--- src/rtl/imem_loader_pkg.sv ---
// Shared types and defaults for the instruction-memory boot loader.
// Word/address widths default from the INST_WIDTH / ADDR_WIDTH macros when not already defined.
`ifndef INST_WIDTH
`define INST_WIDTH 32
`endif
`ifndef ADDR_WIDTH
`define ADDR_WIDTH 16
`endif

package imem_loader_pkg;

  typedef enum logic [2:0] {
    LOADER_ST_IDLE   = 3'd0,
    LOADER_ST_LEN_LO = 3'd1,
    LOADER_ST_LEN_HI = 3'd2,
    LOADER_ST_DATA   = 3'd3,
    LOADER_ST_CHECK  = 3'd4,
    LOADER_ST_DONE   = 3'd5,
    LOADER_ST_ERR    = 3'd6
  } loader_state_e;

  localparam int LOADER_LEN_BYTES  = 2;
  localparam int LOADER_INST_WIDTH = `INST_WIDTH;
  localparam int LOADER_ADDR_WIDTH = `ADDR_WIDTH;

endpackage

--- src/rtl/imem_loader_byte_word_assembler.sv ---
// Little-endian byte-to-word assembler: shift register, byte index and a
// combinational word-complete pulse on the byte that finishes a word.
module byte_word_assembler #(
  parameter int INST_WIDTH = 32
) (
  input  logic                  clk,
  input  logic                  reset,
  input  logic                  clear,
  input  logic                  byte_en,
  input  logic [7:0]            byte_in,
  output logic [INST_WIDTH-1:0] word_out,
  output logic                  word_done
);

  localparam int BYTES_PER_WORD = INST_WIDTH / 8;
  localparam int IDX_W          = (BYTES_PER_WORD > 1) ? $clog2(BYTES_PER_WORD) : 1;

  logic [INST_WIDTH-1:0] shift_q, shift_d;
  logic [IDX_W-1:0]      idx_q, idx_d;

  // New bytes enter at the top so the first byte of a word ends up in [7:0].
  generate
    if (BYTES_PER_WORD == 1) begin : g_single
      assign word_out = byte_in;
    end else begin : g_multi
      assign word_out = {byte_in, shift_q[INST_WIDTH-1:8]};
    end
  endgenerate

  assign word_done = byte_en && (idx_q == IDX_W'(BYTES_PER_WORD - 1));

  always_comb begin
    shift_d = shift_q;
    idx_d   = idx_q;
    if (clear) begin
      idx_d = '0;
    end else if (byte_en) begin
      shift_d = word_out;
      idx_d   = word_done ? '0 : idx_q + 1'b1;
    end
  end

  always_ff @(posedge clk) begin
    if (reset) begin
      shift_q <= '0;
      idx_q   <= '0;
    end else begin
      shift_q <= shift_d;
      idx_q   <= idx_d;
    end
  end

endmodule

--- src/rtl/imem_loader.sv ---
// Boot-time instruction memory loader: framed byte stream in, sequential word writes out.
// Optional trailing XOR checksum byte is built when IMEM_LOADER_CHECKSUM_EN is defined.
module imem_loader
  import imem_loader_pkg::*;
#(
  parameter int INST_WIDTH = LOADER_INST_WIDTH,
  parameter int ADDR_WIDTH = LOADER_ADDR_WIDTH,
  parameter int DEPTH      = 1024
) (
  input  logic                  clk,
  input  logic                  reset,
  input  logic                  start,
  input  logic                  rx_valid,
  input  logic [7:0]            rx_data,
  output logic                  rx_ready,
  output logic                  imem_we,
  output logic [ADDR_WIDTH-1:0] imem_addr,
  output logic [INST_WIDTH-1:0] imem_wdata,
  output logic                  cpu_hold,
  output logic                  done,
  output logic                  error,
  output logic [15:0]           words_loaded
);

  localparam logic [16:0] DEPTH_L = 17'(DEPTH);
`ifdef IMEM_LOADER_CHECKSUM_EN
  localparam loader_state_e TAIL_ST = LOADER_ST_CHECK;
`else
  localparam loader_state_e TAIL_ST = LOADER_ST_DONE;
`endif

  loader_state_e         state_q, state_d;
  logic [7:0]            len_lo_q, len_lo_d;
  logic [15:0]           len_q, len_d;
  logic [15:0]           word_idx_q, word_idx_d;
  logic [15:0]           words_q, words_d;
  logic                  we_q, we_d;
  logic [ADDR_WIDTH-1:0] addr_q, addr_d;
  logic [INST_WIDTH-1:0] wdata_q, wdata_d;

  logic                  hs, asm_clear, asm_en, word_done;
  logic [INST_WIDTH-1:0] asm_word;
  logic [15:0]           len_rx;

  assign rx_ready = (state_q == LOADER_ST_LEN_LO) || (state_q == LOADER_ST_LEN_HI) ||
                    (state_q == LOADER_ST_DATA)   || (state_q == LOADER_ST_CHECK);
  assign hs       = rx_valid && rx_ready;
  assign len_rx   = {rx_data, len_lo_q};

  assign imem_we      = we_q;
  assign imem_addr    = addr_q;
  assign imem_wdata   = wdata_q;
  assign cpu_hold     = (state_q != LOADER_ST_DONE);
  assign done         = (state_q == LOADER_ST_DONE);
  assign error        = (state_q == LOADER_ST_ERR);
  assign words_loaded = words_q;

  byte_word_assembler #(
    .INST_WIDTH (INST_WIDTH)
  ) u_asm (
    .clk       (clk),
    .reset     (reset),
    .clear     (asm_clear),
    .byte_en   (asm_en),
    .byte_in   (rx_data),
    .word_out  (asm_word),
    .word_done (word_done)
  );

`ifdef IMEM_LOADER_CHECKSUM_EN
  logic [7:0] csum_q, csum_d;

  always_comb begin
    csum_d = csum_q;
    if (asm_clear)  csum_d = '0;
    else if (hs)    csum_d = csum_q ^ rx_data;
  end

  always_ff @(posedge clk) begin
    if (reset) csum_q <= '0;
    else       csum_q <= csum_d;
  end
`endif

  always_comb begin
    state_d    = state_q;
    len_lo_d   = len_lo_q;
    len_d      = len_q;
    word_idx_d = word_idx_q;
    words_d    = words_q;
    we_d       = 1'b0;
    addr_d     = addr_q;
    wdata_d    = wdata_q;
    asm_clear  = 1'b0;
    asm_en     = 1'b0;
    case (state_q)
      LOADER_ST_IDLE, LOADER_ST_DONE, LOADER_ST_ERR: begin
        if (start) begin
          state_d    = LOADER_ST_LEN_LO;
          word_idx_d = '0;
          words_d    = '0;
          asm_clear  = 1'b1;
        end
      end
      LOADER_ST_LEN_LO: begin
        if (hs) begin
          len_lo_d = rx_data;
          state_d  = LOADER_ST_LEN_HI;
        end
      end
      LOADER_ST_LEN_HI: begin
        if (hs) begin
          len_d = len_rx;
          if ({1'b0, len_rx} > DEPTH_L) state_d = LOADER_ST_ERR;
          else if (len_rx != '0)        state_d = LOADER_ST_DATA;
          else                          state_d = TAIL_ST;
        end
      end
      LOADER_ST_DATA: begin
        asm_en = hs;
        if (word_done) begin
          we_d       = 1'b1;
          addr_d     = ADDR_WIDTH'(word_idx_q);
          wdata_d    = asm_word;
          word_idx_d = word_idx_q + 16'd1;
          if (words_q != '1) words_d = words_q + 16'd1;
          if (word_idx_d == len_q) state_d = TAIL_ST;
        end
      end
`ifdef IMEM_LOADER_CHECKSUM_EN
      LOADER_ST_CHECK: begin
        if (hs) state_d = ((csum_q ^ rx_data) == 8'h00) ? LOADER_ST_DONE : LOADER_ST_ERR;
      end
`endif
      default: state_d = LOADER_ST_IDLE;
    endcase
  end

  always_ff @(posedge clk) begin
    if (reset) begin
      state_q    <= LOADER_ST_IDLE;
      len_lo_q   <= '0;
      len_q      <= '0;
      word_idx_q <= '0;
      words_q    <= '0;
      we_q       <= 1'b0;
      addr_q     <= '0;
      wdata_q    <= '0;
    end else begin
      state_q    <= state_d;
      len_lo_q   <= len_lo_d;
      len_q      <= len_d;
      word_idx_q <= word_idx_d;
      words_q    <= words_d;
      we_q       <= we_d;
      addr_q     <= addr_d;
      wdata_q    <= wdata_d;
    end
  end

endmodule

--- config.mk ---
export PLATFORM = sky130hd
export DESIGN_NAME = imem_loader
export DESIGN_NICKNAME = d
export VERILOG_FILES = /design/src/rtl/imem_loader_pkg.sv /design/src/rtl/imem_loader_byte_word_assembler.sv /design/src/rtl/imem_loader.sv
export SDC_FILE = /design/constraint.sdc
export NUM_CORES = 1
export LEC_CHECK = 0
export CAP_MARGIN = 10
export CORE_ASPECT_RATIO = 1.25
export CORE_MARGIN = 4
export CORE_UTILIZATION = 35
export DETAILED_ROUTE_END_ITERATION = 16
export PLACE_DENSITY = 0.62
export SYNTH_ARGS = -nofsm -noshare
export SYNTH_HDL_FRONTEND = slang
export SYNTH_SLANG_ARGS = --single-unit
--- constraint.sdc ---
create_clock -name clk -period 4 [get_ports clk]
set_input_delay 0.4 -clock clk [delete_from_list [all_inputs] [get_ports clk]]
set_output_delay 0.4 -clock clk [all_outputs]
set_load 0.03 [all_outputs]
# After elaboration in Yosys (flattened, before gate mapping)
# Cells that the tools add are included.
[word_totals] ff_bits=142 in_bits=12
[op_classes] bitwise=2 magnitude_cmp=1 n_addsub=3 eq_ne=16 muxes=19 n_reduce_logical=18
[op_table] cell="16-bit 2-to-1 mux" n=4
[op_table] cell="16-bit case mux with 2 select lines" n=2
[op_table] cell="16-bit by 1-bit adder with 16-bit output (second input constant)" n=2
[op_table] cell="3-bit 2-to-1 mux" n=7
[op_table] cell="16-bit equality test" n=1
[op_table] cell="16-bit by 11-bit > comparator with 1-bit output (second input constant)" n=1
[op_table] cell="16-bit inequality test (second input constant)" n=1
[op_table] cell="16-bit nonzero test" n=1
[op_table] cell="3-bit case mux with 4 select lines" n=1
[op_table] cell="3-bit equality test (second input constant)" n=3
[op_table] cell="2-bit AND reduction" n=4
[op_table] cell="3-bit by 2-bit equality test with 1-bit output (second input constant)" n=2
[op_table] cell="2-bit by 1-bit inequality test with 1-bit output (second input constant)" n=3
[op_table] cell="2-bit inequality test (second input constant)" n=3
[op_table] cell="5-bit AND reduction" n=1
[op_table] cell="1-bit 2-to-1 mux" n=4
[op_table] cell="4-bit AND reduction" n=1
[op_table] cell="2-bit OR reduction" n=2
[op_table] cell="3-bit by 1-bit equality test with 1-bit output (second input constant)" n=1
[op_table] cell="3-bit zero test" n=1
[op_table] cell="1-bit logical OR" n=3
[op_table] cell="3-bit inequality test (second input constant)" n=1
[op_table] cell="3-bit AND reduction" n=1
[op_table] cell="3-bit OR reduction" n=1
[op_table] cell="other kinds (6)" n=8

# Depth between registers and ports, before layout
# Gate-level depths: netlist of the first run.
[logic_depth] ltp_word=9 depth_mapped=10 mapped_depth_nobuf=7

# Cells and area by module
# Synthesis of the first run repeated with hierarchy kept, for this count alone.
[hier_totals] hier_cells=772 area_unflattened_um2=6145.9
[by_module_without_submodules] mod="imem_loader" n_inst=1 seq_area_each_um2=2162.1 area_per_inst_um2=5006.1 cells_per_inst=648
[by_module_without_submodules] mod="byte_word_assembler" n_inst=1 seq_area_each_um2=520.5 area_per_inst_um2=1139.8 cells_per_inst=124

# Least setup slack after synthesis of the first run
# Ideal clock, no wire load.
[synth_path] path_type="reg2reg" startpoint="reg word_idx_q[0]" endpoint="reg state_q[1]" required_ns=3.871 path_stages_with_launch=8 setup_time_ns=0.129 t_arrival_ns=2.031 period_less_slack_ns=2.160 path_slack_ns=1.840 cell_sequence="dfxtp_1 -> ha_1 -> nand3_4 -> or3_1 -> a2111oi_2 -> o311a_1 -> and4_1 -> o41ai_1"
[synth_between] elab_chain_len=4
[synth_rtl] element="start: declaration" line="imem_loader.sv:35" rtl="logic [15:0] word_idx_q, word_idx_d;"
[synth_rtl] element="start signal: assignment" line="imem_loader.sv:153" rtl="word_idx_q <= word_idx_d;"
[synth_rtl] element="16-bit by 1-bit adder with 16-bit output" line="imem_loader.sv:125" rtl="word_idx_d = word_idx_q + 16'd1;"
[synth_rtl] element="16-bit equality test" line="imem_loader.sv:127" rtl="if (word_idx_d == len_q) state_d = TAIL_ST;"
[synth_rtl] element="2-bit by 1-bit inequality test with 1-bit output (no source line)"
[synth_rtl] element="5-bit AND reduction (no source line)"
[synth_rtl] element="end signal: assignment" line="imem_loader.sv:150" rtl="state_q <= state_d;"
[synth_rtl] element="end: declaration" line="imem_loader.sv:32" rtl="loader_state_e state_q, state_d;"
# No other way between the ends.
# A chain may end at the register's enable or synchronous reset.

# Worst setup path in the final report of the first run
[layout_path] startpoint="reg state_q[0]" endpoint="out done"
[layout_between] elab_chain_len=1
[layout_rtl] element="3-bit equality test" line="imem_loader.sv:54" rtl="assign done = (state_q == LOADER_ST_DONE);"
[layout_rtl] element="end: declaration" line="imem_loader.sv:20" rtl="output logic done,"
# No other way between the ends.

==> results of run 1 <==
[layout make-up]
type | count | area share, %
well taps | 216 | 3.74
clock buffers | 17 | 5.88
inverters | 9 | 0.467
clock inverters | 14 | 1.49
multi-input cells | 546 | 39.5
repair buffers | 88 | 11.9
flip-flops and latches | 134 | 37.1
[worst max-delay path, delay by kind of cell, from the launching register on]
| family | cells | cell delay [ns] |
|---|---|---|
| buffers and inverters | 2 | 0.74 |
| flip-flops | 1 | 0.60 |
| AND/OR/NAND/NOR | 2 | 0.51 |
[registers in the layout, indices dropped and copies added, names as in the netlist, 3 cells and up]
name,count
words_loaded,16
len_lo_q,8
imem_wdata,32
len_q,16
word_idx_q,16
imem_addr,16
u_asm.shift_q,24
state_q,3
[layer usage]
metal  wire, um  up-vias  part of all wire (%)  global-route usage (%)
met5          0        -                     0                       0
met4        294        0                   2.1                    5.59
met3        654       19                   4.6                    4.39
met2       6620      106                    46                    24.6
met1       6720     2301                    47                    20.5
li1           -     2597                     -                       -
[stage by stage]
stage,setup WS (ns),instance area [um2],total power [uW],cells
after floorplan,1.84,5810,1770,745
after global placement,1.30,6700,1880,993
after detailed placement,1.26,6700,1880,993
after CTS,1.34,7230,3280,1024
after global routing,1.21,7230,3390,1024
final,1.35,7230,3240,1024
[worst paths after layout]
path,depth (start not counted),to,startpoint
max reg2reg,7,state_q[1],word_idx_q[0]
max,4,done,state_q[0]
min,2,imem_wdata[2],u_asm.shift_q[10]
min reg2reg,2,imem_wdata[2],u_asm.shift_q[10]
[power breakdown]
| part | switching, uW | total (uW) | internal (uW) |
|---|---|---|---|
| clock network | 599 | 1390 | 791 |
| logic | 284 | 426 | 141 |
| registers | 55.8 | 1430 | 1370 |
| total | 940 | 3240 | 2300 |
[placed cells by master (no fill, tap or decap), types with 2 or more instances in the layout]
cell type / n
clkbuf_16: 17
nor2b_1: 3
a21o_1: 2
xor2_1: 7
nor3b_1: 2
clkinv_4: 4
clkinvlp_4: 6
buf_4: 9
a21oi_1: 121
inv_6: 2
nor4_2: 7
ha_1: 3
nand3b_1: 8
nand4_1: 8
and4_1: 3
clkdlybuf4s50_1: 79
nor3_1: 13
inv_1: 9
nor4b_1: 2
xnor2_1: 32
nand2_1: 212
o21ai_0: 21
nand2b_1: 2
clkinv_2: 2
dfxtp_1: 134
nor4_4: 2
nor4_1: 6
nor2_1: 46
or3_1: 5
nand3_1: 12
and3_1: 3
and2_1: 3
[cell families (layout without fill, tap and decap cells)]
logic type	after synthesis	after routing
buffers and inverters	65	128
DFF	134	134
and+or+nand+nor	346	346
muxes	1	1
xor gates and xnor gates	39	39
AOI/OAI and AO/OA	157	157
adders and majority gates	3	3
==> metrics.md, run 1 <==
| Metric | Value |
|---|---|
| EDFF count, synth | `0` |
| RSZ-0062 raised after global routing | `no` |
| Final setup fails | `0` |
| Share of the synthesized area in the top cell type | `46.2%` |
| Post-synthesis mux area share | `less than 1%` |
| Critical path launch point type | `flop` |
| Fmax achieved | `between 0.3 and 0.4 GHz` |
| Compound-Gate Fraction of Synth Area | `roughly 14%` |
| Storage element area | `approximately 2700 um2` |
| Worst hold path class | `flop to flop` |
| Min Tclk post-route | `2.65 ns` |
| Pin count of the biggest net entering global routing | `69` |
| WS Path Type | `flop to output pin` |
| Vias per std cell | `around 5` |
| Synthesized area per cell | `around 7.8 um2` |
| Layout area overhead | `24.5%` |
| Max cap viols | `0` |
| CTS resizes | `0` |
| Share of cells above drive strength 1 | `7.30%` |
| Initial core utilization | `between 30 and 40%` |
| Synth top area cells | `dfxtp_1 (46%), nand2_1 (14%), a21oi_1 (10%), xnor2_1 (4.8%), nor2_1 (3.0%)` |
| Antenna viol nets, final | `0` |
| Global-route usage over all layers | `15.7%` |
| FFs w/ async S/R, synth | `0%` |
| Ys Warns | `0` |
| Syn Inst Count | `745` |
| Yosys reg bits | `about 130` |
| Clock tree from TritonCTS | `yes` |
| Dpl hpwl | `between 9000 and 10000 um` |
| R2R Setup Slk | `about 1.5 ns` |
| Worst Setup End Kind | `output pin` |
| Clk slew on worst S/H paths | `0.06 ns` |
| Initial drt markers | `around 230` |
| Critical Path AT | `about 2.3 ns` |
| Worst rel slew slack | `a little under a third` |
| Largest family of logic cells by synthesized area | `simple AND/OR/NAND/NOR gates` |
| Skew final | `between 0.006 and 0.007 ns` |
| Count leader, synth | `nand2_1` |
| Period utilization | `roughly two thirds` |
| Cell taking the most area after synthesis | `dfxtp_1` |
| I/O pin cnt | `81` |
| Core Region | `~16000 um2` |
| CP max-delay cell | `clkdlybuf4s50_1` |
| Power per cell area | `448 nW/um2` |
| Postcts setup bufs | `0` |
| Largest incremental delay on the critical path | `approximately 0.66 ns` |
| WP data required | `3.60 ns` |
| Synth cell count leaders | `nand2_1 (213), dfxtp_1 (134), a21oi_1 (121)` |
| Simple-gate share of the synthesized area | `around 28%` |
| FILL cells | `about 1700` |
| Placer congestion estimate | `~0.86` |
| Slew Viols, Final | `0` |
| Syn Std Cell Area | `between 5000 and 6000 um2` |
| Drc violations | `0` |
| Total die area | `around 19000 um2` |
| Total Wirelength | `between 10000 and 15000 um` |
| Number of hold buffers added after cts | `0` |
| Crit-path max FO | `15` |
| Vias in the first global route | `about 4800` |
| Adder-cell share of the synthesized area | `less than 1%` |
| Predominant post-synthesis flop cell | `dfxtp_1` |
| Site row count | `52` |
| Sink Count | `between 100 and 150` |
| Outcome | `completed` |
| Total number of vias | `roughly 5000` |
| Antenna Cells | `0` |
| Final core utilization | `between 40 and 50%` |
| Clock Path Buffers | `2` |
| Multi-input logic area | `2860 um2` |
| Number of port buffers | `80` |
| Initial antenna violation count | `0` |
| Setup TNS | `0 ns` |
| Critical-path cell list | `nor2b_1, nand2_1, inv_1, clkdlybuf4s50_1` |
| Max VDD drop | `0.227 mV` |
| # H-tree levels | `4` |
| Chip width | `123 um` |
| Slew @ Worst Pin | `1.04 ns` |
| Pleak | `roughly 0.0023 uW` |
| Global route total overflow | `0` |
| Final nets | `between 800 and 900` |
| Xor and xnor area share after synthesis | `under 10%` |
| 1st-pass router iterations | `4` |
| First-pass GRT wire length | `24200 um` |
| Synthesized Nets | `760` |
| Root buffer cell | `clkbuf_16` |
| Unique masters post-synth | `between 50 and 60` |
| Drt wl/cell | `roughly 14 um` |
| Final hold viol count | `0` |
| Sequential area share after synthesis | `46.2%` |
| Clk_lat worst skew | `between 0.4 and 0.5 ns` |
| Worst hold slack | `approximately 0.45 ns` |
| Number of buffers created by CTS | `17` |
| Die Span Y | `152 um` |
No activity file was read; power rests on OpenSTA's default activity.
==> run 2, diff against run 1 <==
==> constraint.sdc (replaced) <==
create_clock -name clk -period 2.75 [get_ports clk]
set_input_delay 0.275 -clock clk [delete_from_list [all_inputs] [get_ports clk]]
set_output_delay 0.275 -clock clk [all_outputs]
set_load 0.03 [all_outputs]
==> run 2 against run 1 <==
Effect of this change: combinational power rose by 50%; highest routed layer unchanged; largest cell class unchanged; critical path depth did not move; final cell count is 1.2% higher; routed wire length up 1.9%; power increased by 50%.
==> metrics.md, run 2 (synthesis results as in run 1) <==
| Metric | Value |
|---|---|
| Initial antenna violation count | `0 (unchanged)` |
| Slew Viols, Final | `0 (unchanged)` |
| Antenna viol nets, final | `0 (unchanged)` |
| Power per cell area | `662 nW/um2 (+48%)` |
| Crit. Startpoint | `state_q[0]` |
| Die Span Y | `152 um (unchanged)` |
| R2r endpoint | `state_q[1]` |
| Clk_lat worst skew | `0.42 ns (about the same)` |
| Root buffer cell | `clkbuf_16` |
| Most frequent cells in the layout | `nand2_1 (212), dfxtp_1 (134), a21oi_1 (121), clkdlybuf4s50_1 (79), nor2_1 (46)` |
| Worst Setup End Kind | `output pin` |
| R2R cell count | `7 (unchanged)` |
| Critical-path cell list | `nor2b_1, nand2_1, inv_1, clkdlybuf4s50_1` |
| Levels on crit path | `4 (unchanged)` |
| Number of flip-flops in the largest register | `32 (unchanged)` |
| Sink Count | `134 (unchanged)` |
| R2R Setup Slk | `0.36 ns (-1.09 ns)` |
| Worst hold path class | `input pin to flop` |
| WP data required | `2.48 ns (-1.12 ns)` |
| Largest incremental delay on the critical path | `0.66 ns (about the same)` |
| First-pass GRT wire length | `24800 um (+2.6%)` |
| 1st-pass router iterations | `5 (+1)` |
| Outcome | `completed` |
| Slew @ Worst Pin | `0.621 ns (-0.418 ns)` |
| Global-route usage over all layers | `16.1% (+0.45 points)` |
| CTS resizes | `0 (unchanged)` |
| Worst rel slew slack | `58.6% (+28 points)` |
| Postcts setup bufs | `0 (unchanged)` |
| Period utilization | `about nine tenths` |
| FILL cells | `1683 (-0.12%)` |
| Antenna Cells | `0 (unchanged)` |
| Site row count | `52 (unchanged)` |
| Total number of vias | `5087 (+1.3%)` |
| Crit-path max FO | `15 (unchanged)` |
| Number of buffers created by CTS | `17 (unchanged)` |
| Pleak | `0.00241 uW (+3.4%)` |
| Critical Path AT | `2.23 ns (-0.02 ns)` |
| WS Path Type | `flop to output pin` |
| Non-Filler Instances | `1036 (+1.2%)` |
| Drt wl/cell | `14.0 um (+0.70%)` |
| # H-tree levels | `4 (unchanged)` |
| Commonest non-fill, non-tap cell in the layout | `nand2_1` |
| Max VDD drop | `0.441 mV (+94%)` |
| Clk slew on worst S/H paths | `0.06 ns (about the same)` |
| Delay-heaviest family, CP | `buffers and inverters` |
| Worst path bufs/invs | `2 (unchanged)` |
| Reg2reg start | `word_idx_q[0]` |
| Global route total overflow | `0 (unchanged)` |
| Total Wirelength | `14600 um (+1.9%)` |
| Share of cells above drive strength 1 | `8.66% (+1.4 points)` |
| Drc violations | `0 (unchanged)` |
| Initial drt markers | `313 (+34%)` |
| Total die area | `18700 um2 (unchanged)` |
| Layout area overhead | `26.5%` |
| Pin count of the biggest net entering global routing | `62 (-10%)` |
| Fmax achieved | `0.400 GHz` |
| Final nets | `822 (+1.4%)` |
| Core Region | `16300 um2 (unchanged)` |
| CP max-delay cell | `clkdlybuf4s50_1` |
| Clock Path Buffers | `2 (unchanged)` |
| Number of hold buffers added after cts | `0 (unchanged)` |
| Skew final | `0.00620 ns (-0.000556 ns)` |
| Max cap viols | `0 (unchanged)` |
| Inst Count DP | `1004 (+1.1%)` |
| Number of port buffers | `80 (unchanged)` |
| Placer congestion estimate | `0.871 (+1.7%)` |
| Critical path launch point type | `flop` |
| Initial core utilization | `35.7% (unchanged)` |
| I/O pin cnt | `81 (unchanged)` |
| Min Tclk post-route | `roughly 2.5 ns` |
| Final hold viol count | `0 (unchanged)` |
| Chip width | `123 um (unchanged)` |
| Dpl hpwl | `9970 um (+3.8%)` |
| RSZ-0062 raised after global routing | `no` |
| Vias per std cell | `4.91 (+0.10%)` |
| Vias in the first global route | `4907 (+2.1%)` |
| Critical Path End | `done` |
| Clock tree from TritonCTS | `yes` |
| Final setup fails | `0 (unchanged)` |
| Setup TNS | `0 ns (unchanged)` |
## run 2: changes by cell type in the layout (fill, tap and decap cells not counted), sizes merged
cell	before	now
buf	9	20
inv	11	18
clkinvlp	6	3
clkinv	6	3
## run 2: power breakdown
group          switching (uW)  internal (uW)
registers                80.4           1990
clock network             956           1190
logic                     417            225
total                    1450           3410
## run 2: layout make-up
cell class                 count  area (um2)  area share [%]
timing repair buffer          99         941            12.8
sequential                   134        2680            36.5
tap                          216         270            3.68
multi-input combinational    546        2860            38.9
clock buffer                  17         425            5.79
inverter                       9        33.8           0.460
clock inverter                15         138            1.87
## run 2: routing by layer
layer / GRT usage [%] / vias up / wire length (um)
met2: 25.7 / 117 / 6970
met5: 0 / - / 0
met3: 4.24 / 20 / 707
li1: - / 2625 / -
met1: 21.0 / 2325 / 6650
met4: 5.44 / 0 / 227
## run 2: stage by stage
step / setup slack [ns] / hold slack (ns) / instance area, um2 / util (%) / power, uW
5_1_grt: 0.0819 / 0.267 / 7350 / 45.2 / 5070
3_3_place_gp: 0.444 / 0.442 / 6780 / 41.7 / 2760
3_5_place_dp: 0.383 / 0.444 / 6780 / 41.7 / 2750
4_1_cts: 0.240 / 0.246 / 7350 / 45.2 / 4910
2_1_floorplan: 0.590 / 0.411 / 5810 / - / 2570
6_report: 0.248 / 0.255 / 7350 / 45.2 / 4870
## run 2: worst min path at each step
stage                           from       endpoint  slack (ns)  cells after the start
finish                         reset  word_idx_q[1]        0.26                      2
detailed placement  u_asm.shift_q[9]  imem_wdata[1]        0.44                      2
CTS                            reset  word_idx_q[3]        0.25                      2
global route                   reset  word_idx_q[1]        0.27                      2
global placement    u_asm.shift_q[9]  imem_wdata[1]        0.44                      2
floorplan                 rx_data[0]    len_lo_q[0]        0.41                      2
==> run 3, diff against run 2 <==
--- a/config.mk
+++ b/config.mk
@@ -11,6 +11,7 @@
 export CORE_UTILIZATION = 35
 export DETAILED_ROUTE_END_ITERATION = 16
 export PLACE_DENSITY = 0.62
+export SETUP_SLACK_MARGIN = 0.3
 export SYNTH_ARGS = -nofsm -noshare
 export SYNTH_HDL_FRONTEND = slang
 export SYNTH_SLANG_ARGS = --single-unit
==> run 3 against run 2 <==
Effect of this change: register-to-register slack better by 0.11 ns; non-clock buffer count stayed put; power hardly changed; sequential power hardly changed; largest cell class unchanged; critical endpoint is now rx_ready; largest power group unchanged; final cell count stayed put; sequential share of layout area hardly changed; clock skew hardly changed.
==> metrics.md, run 3 (synthesis results as in run 1) <==
| Metric | Value |
|---|---|
| Outcome | `completed` |
| Dpl hpwl | `9970 um (unchanged)` |
| Layout area overhead | `26.6%` |
| WS Path Type | `flop to output pin` |
| RSZ-0062 raised after global routing | `no` |
| Slew Viols, Final | `0 (unchanged)` |
| Share of cells above drive strength 1 | `9.15% (+0.49 points)` |
| Commonest non-fill, non-tap cell in the layout | `nand2_1` |
| Final instance area | `7350 um2 (+0.10%)` |
| Vias in the first global route | `4907 (unchanged)` |
| R2R cell count | `7 (unchanged)` |
| Global route total overflow | `0 (unchanged)` |
| Initial drt markers | `298 (-4.8%)` |
| Worst hold path class | `input pin to flop` |
| Final hold viol count | `0 (unchanged)` |
| Worst hold slack | `0.259 ns (+0.00406 ns)` |
| Number of hold buffers added after cts | `0 (unchanged)` |
| Total Wirelength | `14500 um (-0.11%)` |
| Pleak | `0.00241 uW (about the same)` |
| R2R Setup Slk | `0.47 ns (+0.11 ns)` |
| Root buffer cell | `clkbuf_16` |
| Critical Path End | `rx_ready` |
| Min Tclk post-route | `2.29 ns (-0.212 ns)` |
| Drc violations | `0 (unchanged)` |
| Antenna Cells | `0 (unchanged)` |
| Initial antenna violation count | `0 (unchanged)` |
| Initial core utilization | `35.7% (unchanged)` |
| Core Region | `16300 um2 (unchanged)` |
| Placer congestion estimate | `0.871 (unchanged)` |
| Critical Path AT | `2.01 ns (-0.22 ns)` |
| I/O pin cnt | `81 (unchanged)` |
| Antenna viol nets, final | `0 (unchanged)` |
| Skew final | `0.00629 ns (+0.0000891 ns)` |
| Levels on crit path | `3 (-1)` |
| Critical-path cell list | `or3_1, and2_1, clkdlybuf4s50_1` |
| Site row count | `52 (unchanged)` |
| Delay-heaviest family, CP | `simple AND/OR/NAND/NOR gates` |
| Max VDD drop | `0.442 mV (+0.14%)` |
| Setup TNS | `0 ns (unchanged)` |
| CP max-delay cell | `clkdlybuf4s50_1` |
| Most frequent cells in the layout | `nand2_1 (212), dfxtp_1 (132), a21oi_1 (121), clkdlybuf4s50_1 (79), nor2_1 (46)` |
| Clk_lat worst skew | `0.42 ns (about the same)` |
| 1st-pass router iterations | `5 (unchanged)` |
| WP data required | `2.48 ns (about the same)` |
| Non-Filler Instances | `1036 (unchanged)` |
| Clk slew on worst S/H paths | `0.06 ns (about the same)` |
| Clock tree from TritonCTS | `yes` |
| Die Span Y | `152 um (unchanged)` |
| Total number of vias | `5086 (-0.020%)` |
| Sequential Power Share | `42.7% (about the same)` |
| Total die area | `18700 um2 (unchanged)` |
| Number of port buffers | `80 (unchanged)` |
| NetSw | `1450 uW (-0.29%)` |
| Number of flip-flops in the largest register | `32 (unchanged)` |
| Reg2reg start | `word_idx_q[1]` |
| Fmax achieved | `0.437 GHz (+9.3%)` |
| Crit-path max FO | `10 (-5)` |
| Period utilization | `83.3% (-7.7 points)` |
| Drt wl/cell | `14.0 um (-0.11%)` |
| Global-route usage over all layers | `16.1% (unchanged)` |
| Vias per std cell | `4.91 (about the same)` |
| Crit. Startpoint | `state_q[2]` |
| Worst path bufs/invs | `1 (-1)` |
| Dpl cell area | `6780 um2 (unchanged)` |
| Clock Power Share | `44.1% (about the same)` |
| Slew @ Worst Pin | `0.626 ns (+0.00558 ns)` |
| Postcts setup bufs | `0 (unchanged)` |
| Max cap viols | `0 (unchanged)` |
| R2r endpoint | `state_q[1]` |
| Number of buffers created by CTS | `17 (unchanged)` |
| Critical path launch point type | `flop` |
| Final nets | `822 (unchanged)` |
| Chip width | `123 um (unchanged)` |
| First-pass GRT wire length | `24800 um (unchanged)` |
| Comb pwr share | `13.2% (about the same)` |
| Worst Setup End Kind | `output pin` |
| FILL cells | `1682 (-0.059%)` |
| Power per cell area | `661 nW/um2 (-0.12%)` |
| Clock Path Buffers | `2 (unchanged)` |
| Sink Count | `134 (unchanged)` |
| Switching Share | `29.8% (-0.081 points)` |
| Worst rel slew slack | `58.3% (-0.37 points)` |
| # H-tree levels | `4 (unchanged)` |
| Inst Count DP | `1004 (unchanged)` |
| Largest incremental delay on the critical path | `0.59 ns (-0.07 ns)` |
| Pin count of the biggest net entering global routing | `62 (unchanged)` |
| Final setup fails | `0 (unchanged)` |
| P_int | `3420 uW (about the same)` |
-- run 3: cell counts in the layout (fill, tap and decap cells not counted) --
Identical to the previous run, type by type.
-- run 3: worst min path at each step --
| stage | startpoint | end | slack, ns | cells after the start |
|---|---|---|---|---|
| finish | reset | word_idx_q[1] | 0.26 | 2 |
| global route | reset | word_idx_q[1] | 0.27 | 2 |
| CTS | reset | word_idx_q[3] | 0.25 | 2 |
| detailed placement | u_asm.shift_q[9] | imem_wdata[1] | 0.44 | 2 |
| global placement | u_asm.shift_q[9] | imem_wdata[1] | 0.44 | 2 |
| floorplan | rx_data[0] | len_lo_q[0] | 0.41 | 2 |
-- run 3: area by class of cell --
cell class | instances | area, um2 | area share (%)
multi-input combinational | 546 | 2860 | 38.9
sequential | 134 | 2690 | 36.5
timing repair buffer | 99 | 941 | 12.8
clock buffer | 17 | 425 | 5.78
tap | 216 | 270 | 3.67
clock inverter | 15 | 138 | 1.87
inverter | 9 | 33.8 | 0.459
-- run 3: through the flow --
step	worst slack (ns)	power, uW	utilization, %
2_1_floorplan	0.590	2570	-
3_3_place_gp	0.444	2760	41.7
3_5_place_dp	0.383	2750	41.7
4_1_cts	0.339	4910	45.2
5_1_grt	0.315	5080	45.2
6_report	0.460	4860	45.2
-- run 3: repair_timing --
action                                  CTS  global route
endpoints found under the hold margin     0             0
gates resized for setup                   1             3
endpoints found under the setup margin    1             3
cloned                                    0             0
-- run 3: layer usage --
layer	GRT usage (%)	part of all wire, %
met4	5.44	1.4
met1	21.0	45
met3	4.24	5.0
met2	25.7	48
met5	0	0
-- run 3: power by group through the flow --
stage	clock, uW	combinational, uW	sequential [uW]
detailed placement	0	637	2120
global placement	0	645	2120
global route	2280	709	2090
finish	2150	640	2080
CTS	2190	641	2070
floorplan	0	501	2070
